--- config.mk ---
export PLATFORM = sky130hd
export DESIGN_NAME = prog_loader_flat
export DESIGN_NICKNAME = d
export VERILOG_FILES = /design/src/rtl/prog_loader_pkg.sv /design/src/rtl/prog_loader_if.sv /design/src/rtl/prog_loader_byte_packer.sv /design/src/rtl/prog_loader.sv /design/src/flat_wrapper.sv
export SDC_FILE = /design/constraint.sdc
export NUM_CORES = 1
export LEC_CHECK = 0
export BUFFER_PORTS_ARGS = -buffer_cell sky130_fd_sc_hd__buf_4
export CAP_MARGIN = 20
export CORE_MARGIN = 2
export CORE_UTILIZATION = 43
export CTS_CLUSTER_DIAMETER = 100
export DETAILED_ROUTE_END_ITERATION = 8
export GPL_TIMING_DRIVEN = 0
export RECOVER_POWER = 50
export SLEW_MARGIN = 30
export SYNTH_ARGS = -nofsm -noshare
export SYNTH_HDL_FRONTEND = slang
export SYNTH_SLANG_ARGS = --single-unit
--- constraint.sdc ---
create_clock -name clk -period 4.3 [get_ports clk]
set_clock_uncertainty 0.15 [all_clocks]
set_input_delay 0.215 -clock clk [delete_from_list [all_inputs] [get_ports clk]]
set_output_delay 0.215 -clock clk [all_outputs]
set_load 0.03 [all_outputs]
--- src/rtl/prog_loader_pkg.sv ---
// Shared types and constants for the boot-time program loader.
package prog_loader_pkg;

  typedef enum logic [2:0] {
    ST_LEN_LO,
    ST_LEN_HI,
    ST_DATA,
    ST_DONE,
    ST_ERR
  } state_e;

  localparam int BYTES_PER_WORD = 4;
  localparam int WORD_W         = BYTES_PER_WORD * 8;
  localparam int LEN_W          = 16;

endpackage

--- src/rtl/prog_loader_if.sv ---
// Byte-stream input and instruction-memory write bus of the program loader.
interface prog_loader_if #(
  parameter int D_WIDTH = 32,
  parameter int A_WIDTH = 8
) ();

  logic               byte_valid;
  logic [7:0]         byte_data;
  logic               byte_ready;
  logic               mem_we;
  logic [A_WIDTH-1:0] mem_addr;
  logic [D_WIDTH-1:0] mem_wdata;

  modport master (
    input  byte_valid, byte_data,
    output byte_ready, mem_we, mem_addr, mem_wdata
  );

  modport slave (
    output byte_valid, byte_data,
    input  byte_ready, mem_we, mem_addr, mem_wdata
  );

endinterface

--- src/rtl/prog_loader_byte_packer.sv ---
// Packs accepted bytes little-endian into a 32-bit word; word/word_valid
// present the completed word combinationally on the 4th byte.
module byte_packer
  import prog_loader_pkg::*;
(
  input  logic              clk,
  input  logic              rst,
  input  logic              clear,
  input  logic              byte_en,
  input  logic [7:0]        byte_in,
  output logic              word_valid,
  output logic [WORD_W-1:0] word
);

  logic [1:0]        idx_q, idx_d;
  logic [WORD_W-1:0] word_q, word_d;

  always_comb begin
    idx_d  = idx_q;
    word_d = word_q;
    for (int i = 0; i < BYTES_PER_WORD; i++) begin
      if (idx_q == 2'(i)) word_d[i*8 +: 8] = byte_in;
    end
    if (clear) begin
      idx_d = '0;
    end else if (byte_en) begin
      idx_d = idx_q + 2'd1;
    end
  end

  assign word       = word_d;
  assign word_valid = byte_en && !clear && (idx_q == 2'(BYTES_PER_WORD - 1));

  always_ff @(posedge clk or negedge rst) begin
    if (!rst) idx_q <= '0;
    else      idx_q <= idx_d;
  end

  // Every byte lane is rewritten before word_valid, so stale contents never leak.
  always_ff @(posedge clk) begin
    if (byte_en && !clear) word_q <= word_d;
  end

endmodule

--- src/rtl/prog_loader.sv ---
// Parses a length-prefixed byte stream, writes the image to instruction
// memory and holds the core in reset until the last word has landed.
module prog_loader
  import prog_loader_pkg::*;
#(
  parameter int D_WIDTH = 32,
  parameter int A_WIDTH = 8
) (
  input  logic           clk,
  input  logic           rst,
  prog_loader_if.master  bus,
  input  logic           reload,
  output logic           cpu_rst,
  output logic           done,
  output logic           err
);

  localparam int unsigned CAP = 32'd1 << A_WIDTH;
  localparam logic [A_WIDTH:0] WIDX_ONE = {{A_WIDTH{1'b0}}, 1'b1};

  state_e             state_q, state_d;
  logic [7:0]         len_lo_q, len_lo_d;
  logic [LEN_W-1:0]   n_q, n_d;
  logic [A_WIDTH:0]   widx_q, widx_d;
  logic               mem_we_q, mem_we_d;
  logic [A_WIDTH-1:0] mem_addr_q, mem_addr_d;
  logic [D_WIDTH-1:0] mem_wdata_q, mem_wdata_d;
  logic               cpu_rst_q, cpu_rst_d;
  logic               done_q, done_d;
  logic               err_q, err_d;

  logic               byte_ready;
  logic               accept;
  logic [LEN_W-1:0]   len_full;
  logic               word_valid;
  logic [WORD_W-1:0]  word;

  assign byte_ready = (state_q != ST_DONE);
  assign accept     = bus.byte_valid && byte_ready;
  assign len_full   = {bus.byte_data, len_lo_q};

  byte_packer u_packer (
    .clk        (clk),
    .rst        (rst),
    .clear      (state_q != ST_DATA),
    .byte_en    (accept && (state_q == ST_DATA)),
    .byte_in    (bus.byte_data),
    .word_valid (word_valid),
    .word       (word)
  );

  always_comb begin
    state_d     = state_q;
    len_lo_d    = len_lo_q;
    n_d         = n_q;
    widx_d      = widx_q;
    mem_we_d    = 1'b0;
    mem_addr_d  = mem_addr_q;
    mem_wdata_d = mem_wdata_q;

    unique case (state_q)
      ST_LEN_LO: begin
        if (accept) begin
          len_lo_d = bus.byte_data;
          state_d  = ST_LEN_HI;
        end
      end
      ST_LEN_HI: begin
        if (accept) begin
          n_d    = len_full;
          widx_d = '0;
          if (len_full == '0)              state_d = ST_DONE;
          else if (32'(len_full) > CAP)    state_d = ST_ERR;
          else                             state_d = ST_DATA;
        end
      end
      ST_DATA: begin
        if (word_valid) begin
          mem_we_d    = 1'b1;
          mem_addr_d  = widx_q[A_WIDTH-1:0];
          mem_wdata_d = word;
          widx_d      = widx_q + WIDX_ONE;
          if (32'(widx_q) + 32'd1 == 32'(n_q)) state_d = ST_DONE;
        end
      end
      ST_DONE: begin
        if (reload) state_d = ST_LEN_LO;
      end
      ST_ERR: begin
        state_d = ST_ERR;
      end
      default: state_d = ST_LEN_LO;
    endcase

    // The core stays in reset for one cycle after entering DONE so the last write lands first.
    cpu_rst_d = !((state_q == ST_DONE) && (state_d == ST_DONE));
    done_d    = (state_d == ST_DONE);
    err_d     = (state_d == ST_ERR);
  end

  always_ff @(posedge clk or negedge rst) begin
    if (!rst) begin
      state_q     <= ST_LEN_LO;
      len_lo_q    <= '0;
      n_q         <= '0;
      widx_q      <= '0;
      mem_we_q    <= 1'b0;
      mem_addr_q  <= '0;
      mem_wdata_q <= '0;
      cpu_rst_q   <= 1'b1;
      done_q      <= 1'b0;
      err_q       <= 1'b0;
    end else begin
      state_q     <= state_d;
      len_lo_q    <= len_lo_d;
      n_q         <= n_d;
      widx_q      <= widx_d;
      mem_we_q    <= mem_we_d;
      mem_addr_q  <= mem_addr_d;
      mem_wdata_q <= mem_wdata_d;
      cpu_rst_q   <= cpu_rst_d;
      done_q      <= done_d;
      err_q       <= err_d;
    end
  end

  assign bus.byte_ready = byte_ready;
  assign bus.mem_we     = mem_we_q;
  assign bus.mem_addr   = mem_addr_q;
  assign bus.mem_wdata  = mem_wdata_q;
  assign cpu_rst        = cpu_rst_q;
  assign done           = done_q;
  assign err            = err_q;

endmodule

--- src/flat_wrapper.sv ---
// flat-port wrapper written by rule: the top's interface ports become plain ports
module prog_loader_flat import prog_loader_pkg::*;
#(
  parameter int D_WIDTH = 32,
  parameter int A_WIDTH = 8
)
  (clk, rst, reload, cpu_rst, done, err, bus_byte_valid, bus_byte_data, bus_byte_ready, bus_mem_we, bus_mem_addr, bus_mem_wdata);
  prog_loader_if #(.D_WIDTH(D_WIDTH), .A_WIDTH(A_WIDTH)) bus_i ();
  input  logic clk;
  input  logic rst;
  input  logic reload;
  output logic cpu_rst;
  output logic done;
  output logic err;
  input wire logic [$bits(bus_i.byte_valid)-1:0] bus_byte_valid;
  input wire logic [$bits(bus_i.byte_data)-1:0] bus_byte_data;
  output wire logic [$bits(bus_i.byte_ready)-1:0] bus_byte_ready;
  output wire logic [$bits(bus_i.mem_we)-1:0] bus_mem_we;
  output wire logic [$bits(bus_i.mem_addr)-1:0] bus_mem_addr;
  output wire logic [$bits(bus_i.mem_wdata)-1:0] bus_mem_wdata;
  assign bus_i.byte_valid = bus_byte_valid;
  assign bus_i.byte_data = bus_byte_data;
  assign bus_byte_ready = bus_i.byte_ready;
  assign bus_mem_we = bus_i.mem_we;
  assign bus_mem_addr = bus_i.mem_addr;
  assign bus_mem_wdata = bus_i.mem_wdata;
  prog_loader #(.D_WIDTH(D_WIDTH), .A_WIDTH(A_WIDTH)) u_core (.clk(clk), .rst(rst), .bus(bus_i), .reload(reload), .cpu_rst(cpu_rst), .done(done), .err(err));
endmodule
==> flow_metrics.tcl, run 1 <==
set metrics [dict create \
    place_congestion 0.7881 \
    die_area_mm2 0.01194 \
    initial_utilization 0.4394 \
    wl_per_cell_um 15.20 \
    crit_type "reg -> reg" \
    grt_max_degree 83 \
    ys_types 49 \
    io_pins 57 \
    maxSlewHeadroom -0.3822 \
    crit_start "u_core.widx_q[1]" \
    pre_cts_slack_ps 1788 \
    max_freq_ghz 0.4001 \
    synth_flop_cell "dfrtp_1" \
    cts_resized 0 \
    finalSetupViolCount 0 \
    swShare 0.2864 \
    status "finished with violations" \
    layout_commonest_cell "nand2_1" \
    drcViolationCount 0 \
    worstPathCellList "ha_1 -> clkbuf_1 -> clkbuf_1 -> nand3_1 -> xnor2_1 -> a21oi_1 -> nand4_1 -> a21boi_1" \
    diodes 0 \
    vias 3461 \
    period_needed_ps 2499 \
    ys_ff_latch 106 \
    syn_inst 465 \
    power.density_mw_per_mm2 406.5 \
    grt_setup_unrepaired "false" \
    first_pass_iters 4 \
    internal_power_mw 1.587 \
    worst-path-buf-inv 2 \
    seqCellArea_mm2 0.002774 \
    rows 38 \
    start_kind "flip-flop" \
    p_leak_nw 2.464 \
    r2r.worst_path.cells 8 \
    cts_sinks 106 \
    die-width_um 109.3 \
    cts_max_level 3 \
    antenna_found_initial 0 \
    drt_iter0_markers 185 \
    violations "max-capacitance violations, max-slew violations" \
    track_usage 0.1886 \
    core_mm2 0.01084 \
    p_clk_frac 0.265 \
    area_growth_pct 14.84 \
    ff2ff_setup_slack_ps 1800 \
    drt-total-wl_um 10440 \
    cts_root_buf "clkbuf_8" \
    vias_per_cell 5.038 \
    numCtsBuffers 9 \
    cp_top_family "buffers and inverters" \
    max_stage_delay_ps 490 \
    multi_input_area_mm2 0.001795 \
    cp_num_cells 8 \
    final_nets 559 \
    finalSetupTns_ps 0 \
    grt_pass1_wl_um 17240 \
    critPathMaxFanout 10 \
    worst_slack_ps 1801 \
    finalCritPeriodShare 0.5812 \
    pwr-share-comb 0.175 \
    cp_data_arrival_time_ps 2640 \
    p_seq_frac 0.560 \
    clockBufferDepth 2 \
    overflow 0 \
    cp_slowest_cell "dfrtp_1" \
    critPathCaptureType "flip-flop" \
    report.final.hold_viol_count 0 \
    reg2reg_to "u_core.done" \
    cts_tree "built" \
    final_cell_area_mm2 0.005470 \
    syn_nets 482 \
    endpoint "u_core.done" \
    layout_common_cells "179 x nand2_1, 81 x dfrtp_1, 62 x clkbuf_1, 32 x mux2_2, 24 x edfxtp_1" \
    maxCapViolCount 1 \
    grt_pass1_vias 3385 \
    seq_area_frac_synth 0.5823 \
    crit_top_cell "clkbuf_1" \
    clkLatencyLatePin_ps 360 \
    slew_violations 83 \
    finalPower_mw 2.224 \
    required_ps 4440 \
    p_sw_mw 0.6369 \
    worstMarginPinSlew_ps 2073 \
    post-dp-hpwl_um 7143 \
    syn_area_mm2 0.004763 \
    synth_edf_count 24 \
    reg2reg_from "u_core.widx_q[1]" \
    syn_avg_cell_area_um2 10.24 \
    cts.clk_slew.worst_paths_ps 100 \
    final_util 0.5046 \
    ir_worst_vdd_mv 0.1736 \
    nFillCells 1103 \
    die_h_um 109.3 \
    async_flop_share 0.7736 \
    placed_cell_area_mm2 0.005375 \
    hp-class "in -> reg" \
    final_layout_size_suffix_gt1_frac 0.1444 \
    port-buffer-count 54 \
    ant_nets 0 \
    ys_warn_count 0 \
]
flip-flops by register name, indices dropped and copies added (netlist names):
| register | cells |
|---|---|
| u_core.bus.mem_wdata | 32 |
| u_core.u_packer.word_q | 24 |
| u_core.n_q | 16 |
| u_core.widx_q | 9 |
| u_core.bus.mem_addr | 8 |
| u_core.len_lo_q | 8 |
| u_core.state_q | 3 |
| u_core.u_packer.idx_q | 2 |
| u_core.bus.mem_we | 1 |
| u_core.cpu_rst | 1 |
| u_core.done | 1 |
| u_core.err | 1 |
metal layers:
| metal | up-vias | global-route usage | routed length (um) | share of wire |
|---|---|---|---|---|
| li1 | 1700 | - | - | - |
| met3 | 13 | 0.04005 | 435 | 0.042 |
| met1 | 1693 | 0.2608 | 4848 | 0.46 |
| met4 | 0 | 0.05606 | 144 | 0.014 |
| met5 | - | 0 | 0 | 0 |
| met2 | 55 | 0.2999 | 5011 | 0.48 |
power by group through the flow:
stage | sequential [mW] | combinational (mW) | clock (mW)
3_3_place_gp | 1.26 | 0.379 | 0
3_5_place_dp | 1.27 | 0.388 | 0
6_report | 1.24 | 0.389 | 0.590
2_1_floorplan | 1.24 | 0.286 | 0
5_1_grt | 1.26 | 0.443 | 0.650
4_1_cts | 1.24 | 0.397 | 0.606
cell usage after synthesis, types with 2 or more instances:
| cell | number | share of area |
|---|---|---|
| a211o_1 | 2 | 0.0037 |
| a21o_1 | 2 | 0.0032 |
| a21oi_1 | 5 | 0.0053 |
| a31oi_1 | 5 | 0.0066 |
| and4_4 | 2 | 0.0047 |
| buf_1 | 4 | 0.0032 |
| buf_2 | 6 | 0.0063 |
| buf_4 | 3 | 0.0047 |
| buf_6 | 4 | 0.0095 |
| clkbuf_1 | 14 | 0.011 |
| dfrtp_1 | 81 | 0.43 |
| edfxtp_1 | 24 | 0.15 |
| ha_1 | 5 | 0.013 |
| inv_1 | 8 | 0.0063 |
| mux2_2 | 32 | 0.076 |
| nand2_1 | 179 | 0.14 |
| nand3_1 | 7 | 0.0074 |
| nand3b_1 | 2 | 0.0032 |
| nand4_1 | 4 | 0.0053 |
| nor2_1 | 8 | 0.0063 |
| nor3_1 | 3 | 0.0032 |
| nor3b_1 | 2 | 0.0032 |
| nor4_1 | 6 | 0.0079 |
| o21ai_0 | 19 | 0.020 |
| o31ai_1 | 2 | 0.0032 |
| xnor2_1 | 7 | 0.013 |
| xor2_1 | 7 | 0.013 |
cell families (layout without fill, tap and decap cells):
family	Yosys count	in the layout	synth area share
xor gates and xnor gates	14	14	0.02574
AOI/OAI and AO/OA	43	43	0.05569
muxes	33	33	0.07775
buffers and inverters	40	122	0.04176
adders and majority gates	5	5	0.01313
and+or+nand+nor	224	224	0.2036
DFF	106	106	0.5823
repair_timing:
item                                    CTS  global route
endpoints found under the setup margin    0             0
buffers inserted                          0             0
hold endpoints to repair                 97             0
hold buffers                              9             0
stage by stage:
step	hold WS, ps	cells
after floorplan	-230.6	465
after global placement	278.4	659
after detailed placement	180.4	662
after CTS	24.30	687
after global routing	29.50	687
final	36.84	687
tightest hold or removal path: cells and delay by family:
family        cells  cell delay [ps]
buf+inv           1              150
simple gates      1               40
xor+xnor          1              120
worst min-delay path by stage:
stage / from / to / slack (ps) / cells after the start
after floorplan: rst / u_core.bus.mem_addr[0] / -230 / 0
final: bus_byte_valid / u_core.u_packer.idx_q[0] / 40 / 3
after detailed placement: rst / u_core.done / 180 / 1
after global routing: bus_byte_valid / u_core.u_packer.idx_q[0] / 30 / 3
after CTS: bus_byte_valid / u_core.u_packer.idx_q[0] / 20 / 3
after global placement: reload / u_core.cpu_rst / 280 / 3
layout make-up:
cell class / instances / share of cell area
repair buffers: 66 / 0.06404
clock inverters: 4 / 0.007777
plain buffers: 31 / 0.02996
inverters: 9 / 0.006176
multi-input cells: 319 / 0.3282
well taps: 140 / 0.03202
clock buffers: 12 / 0.02470
flip-flops and latches: 106 / 0.5071
No activity file was read; power rests on OpenSTA's default activity.
==> inputs of run 2 (changes only) <==
==> constraint.sdc (replaced) <==
create_clock -name clk -period 2.5 [get_ports clk]
set_clock_uncertainty 0.15 [all_clocks]
set_input_delay 0.125 -clock clk [delete_from_list [all_inputs] [get_ports clk]]
set_output_delay 0.125 -clock clk [all_outputs]
set_load 0.03 [all_outputs]
==> run 2 against run 1 <==
  * Final cell count decreased by 0.15%
  * Critical endpoint unchanged
  * Largest cell class unchanged
  * Register-to-register slack got worse by 1500 ps
  * Fmax increased by 14%
  * Wire length increased by 0.57%
  * The run now ends clean
==> flow_metrics.tcl, run 2 (synthesis results as in run 1) <==
set metrics [dict create \
    drcViolationCount 0 \
    vias_per_cell 5.026 \
    placed_cell_area_mm2 0.005385 \
    track_usage 0.1901 \
    r2r.worst_path.cells 7 \
    cts_setup_buffers 0 \
    grt_setup_unrepaired "false" \
    hp-class "in -> reg" \
    post-dp-hpwl_um 7104 \
    final_layout_size_suffix_gt1_frac 0.1520 \
    die_area_mm2 0.01194 \
    diodes 0 \
    report.final.hold_viol_count 0 \
    cp_num_cells 7 \
    drt_iter0_markers 209 \
    grt_max_degree 83 \
    finalCritPeriodShare 0.8782 \
    reg2reg_to "u_core.done" \
    core_mm2 0.01084 \
    critPathCaptureType "flip-flop" \
    holdWs_ps 67.84 \
    cp_data_arrival_time_ps 2340 \
    grt_pass1_wl_um 17270 \
    ir_worst_vdd_mv 0.3396 \
    ff2ff_setup_slack_ps 300 \
    endpoint "u_core.done" \
    period_needed_ps 2195 \
    start_kind "flip-flop" \
    p_leak_nw 2.478 \
    maxSlewHeadroom 0.4858 \
    ant_nets 0 \
    cts_max_level 3 \
    worstMarginPinSlew_ps 771.3 \
    max_freq_ghz 0.4555 \
    reg2reg_from "u_core.widx_q[1]" \
    drt-total-wl_um 10500 \
    cp_slowest_cell "dfrtp_1" \
    grt_pass1_vias 3403 \
    p_sw_mw 1.137 \
    wl_per_cell_um 15.31 \
    pre_cts_slack_ps 18.64 \
    worst-path-buf-inv 1 \
    power.density_mw_per_mm2 696.2 \
    layout_commonest_cell "nand2_1" \
    cts_sinks 106 \
    first_pass_iters 5 \
    largest_reg_flops 32 \
    slew_violations 0 \
    final_util 0.5078 \
    max_stage_delay_ps 500 \
    layout_common_cells "179 x nand2_1, 81 x dfrtp_1, 57 x clkbuf_1, 32 x mux2_2, 24 x edfxtp_1" \
    port-buffer-count 54 \
    crit_start "u_core.widx_q[1]" \
    pwr-share-comb 0.176 \
    p_clk_frac 0.266 \
    swShare 0.2968 \
    cts_tree "built" \
    clockBufferDepth 2 \
    initial_utilization 0.4394 \
    clkLatencyLatePin_ps 370 \
    worstPathCellList "ha_1 -> clkbuf_2 -> nand3_1 -> xnor2_1 -> a21oi_1 -> nand4_1 -> a21boi_1" \
    crit_type "reg -> reg" \
    required_ps 2640 \
    finalSetupViolCount 0 \
    status "completed" \
    cts.clk_slew.worst_paths_ps 100 \
    critPathMaxFanout 10 \
    die-width_um 109.3 \
    numCtsBuffers 9 \
    io_pins 57 \
    vias 3448 \
    place_congestion 0.7855 \
    internal_power_mw 2.695 \
    antenna_found_initial 0 \
    worst_slack_ps 304.5 \
    cts_root_buf "clkbuf_8" \
    final_cell_area_mm2 0.005505 \
    rows 38 \
    p_seq_frac 0.558 \
    final_nets 558 \
    area_growth_pct 15.58 \
    maxCapViolCount 0 \
    overflow 0 \
    cp_top_family "flip-flops" \
    die_h_um 109.3 \
]
## run 2: routing by layer
| metal | wire length [um] | track usage |
|---|---|---|
| met5 | 0 | 0 |
| met1 | 5080 | 0.2624 |
| met4 | 148 | 0.06781 |
| met3 | 252 | 0.02929 |
| met2 | 5018 | 0.3057 |
## run 2: power by group through the flow
stage	registers (mW)	logic (mW)	clock network [mW]
floorplan	2.14	0.493	0
global placement	2.17	0.654	0
detailed placement	2.17	0.674	0
CTS	2.14	0.690	1.05
global route	2.17	0.769	1.12
finish	2.14	0.673	1.02
## run 2: worst min-delay path by stage
stage / cells past startpoint / from / endpoint
3_3_place_gp: 3 / reload / u_core.cpu_rst
5_1_grt: 3 / bus_byte_data[0] / u_core.n_q[8]
6_report: 3 / bus_byte_data[0] / u_core.n_q[8]
4_1_cts: 3 / bus_byte_data[0] / u_core.n_q[8]
2_1_floorplan: 0 / rst / u_core.bus.mem_addr[0]
3_5_place_dp: 1 / rst / u_core.err
## run 2: worst register-to-register path, delay by kind of cell, from the launching register on
| family | cells | cell delay (ps) |
|---|---|---|
| fa+ha+maj | 1 | 370 |
| flops | 1 | 500 |
| simple gates | 2 | 330 |
| xor+xnor | 1 | 170 |
| buf+inv | 1 | 290 |
| compound gates | 2 | 310 |
## run 2: repair_timing
| action | CTS | global route |
|---|---|---|
| gates cloned | 0 | 0 |
| resized for setup | 1 | 0 |
| hold buffers | 10 | 0 |
| endpoints found under the setup margin | 1 | 1 |
| endpoints found under the hold margin | 110 | 0 |
## run 2: through the flow
stage / power [mW] / cells / setup TNS (ps)
2_1_floorplan: 2.632 / 465 / 0
3_3_place_gp: 2.822 / 659 / -4655
3_5_place_dp: 2.845 / 661 / 0
4_1_cts: 3.875 / 687 / 0
5_1_grt: 4.060 / 686 / 0
6_report: 3.833 / 686 / 0
## run 2: area by class of cell
cell class	instances	area (um2)
inverters	9	33.78
multi-input cells	319	1802
clock buffers	11	151.4
flip-flops and latches	106	2774
repair buffers	66	370.4
fillers	1032	5335
plain buffers	30	161.4
clock inverters	5	37.54
well taps	140	175.2
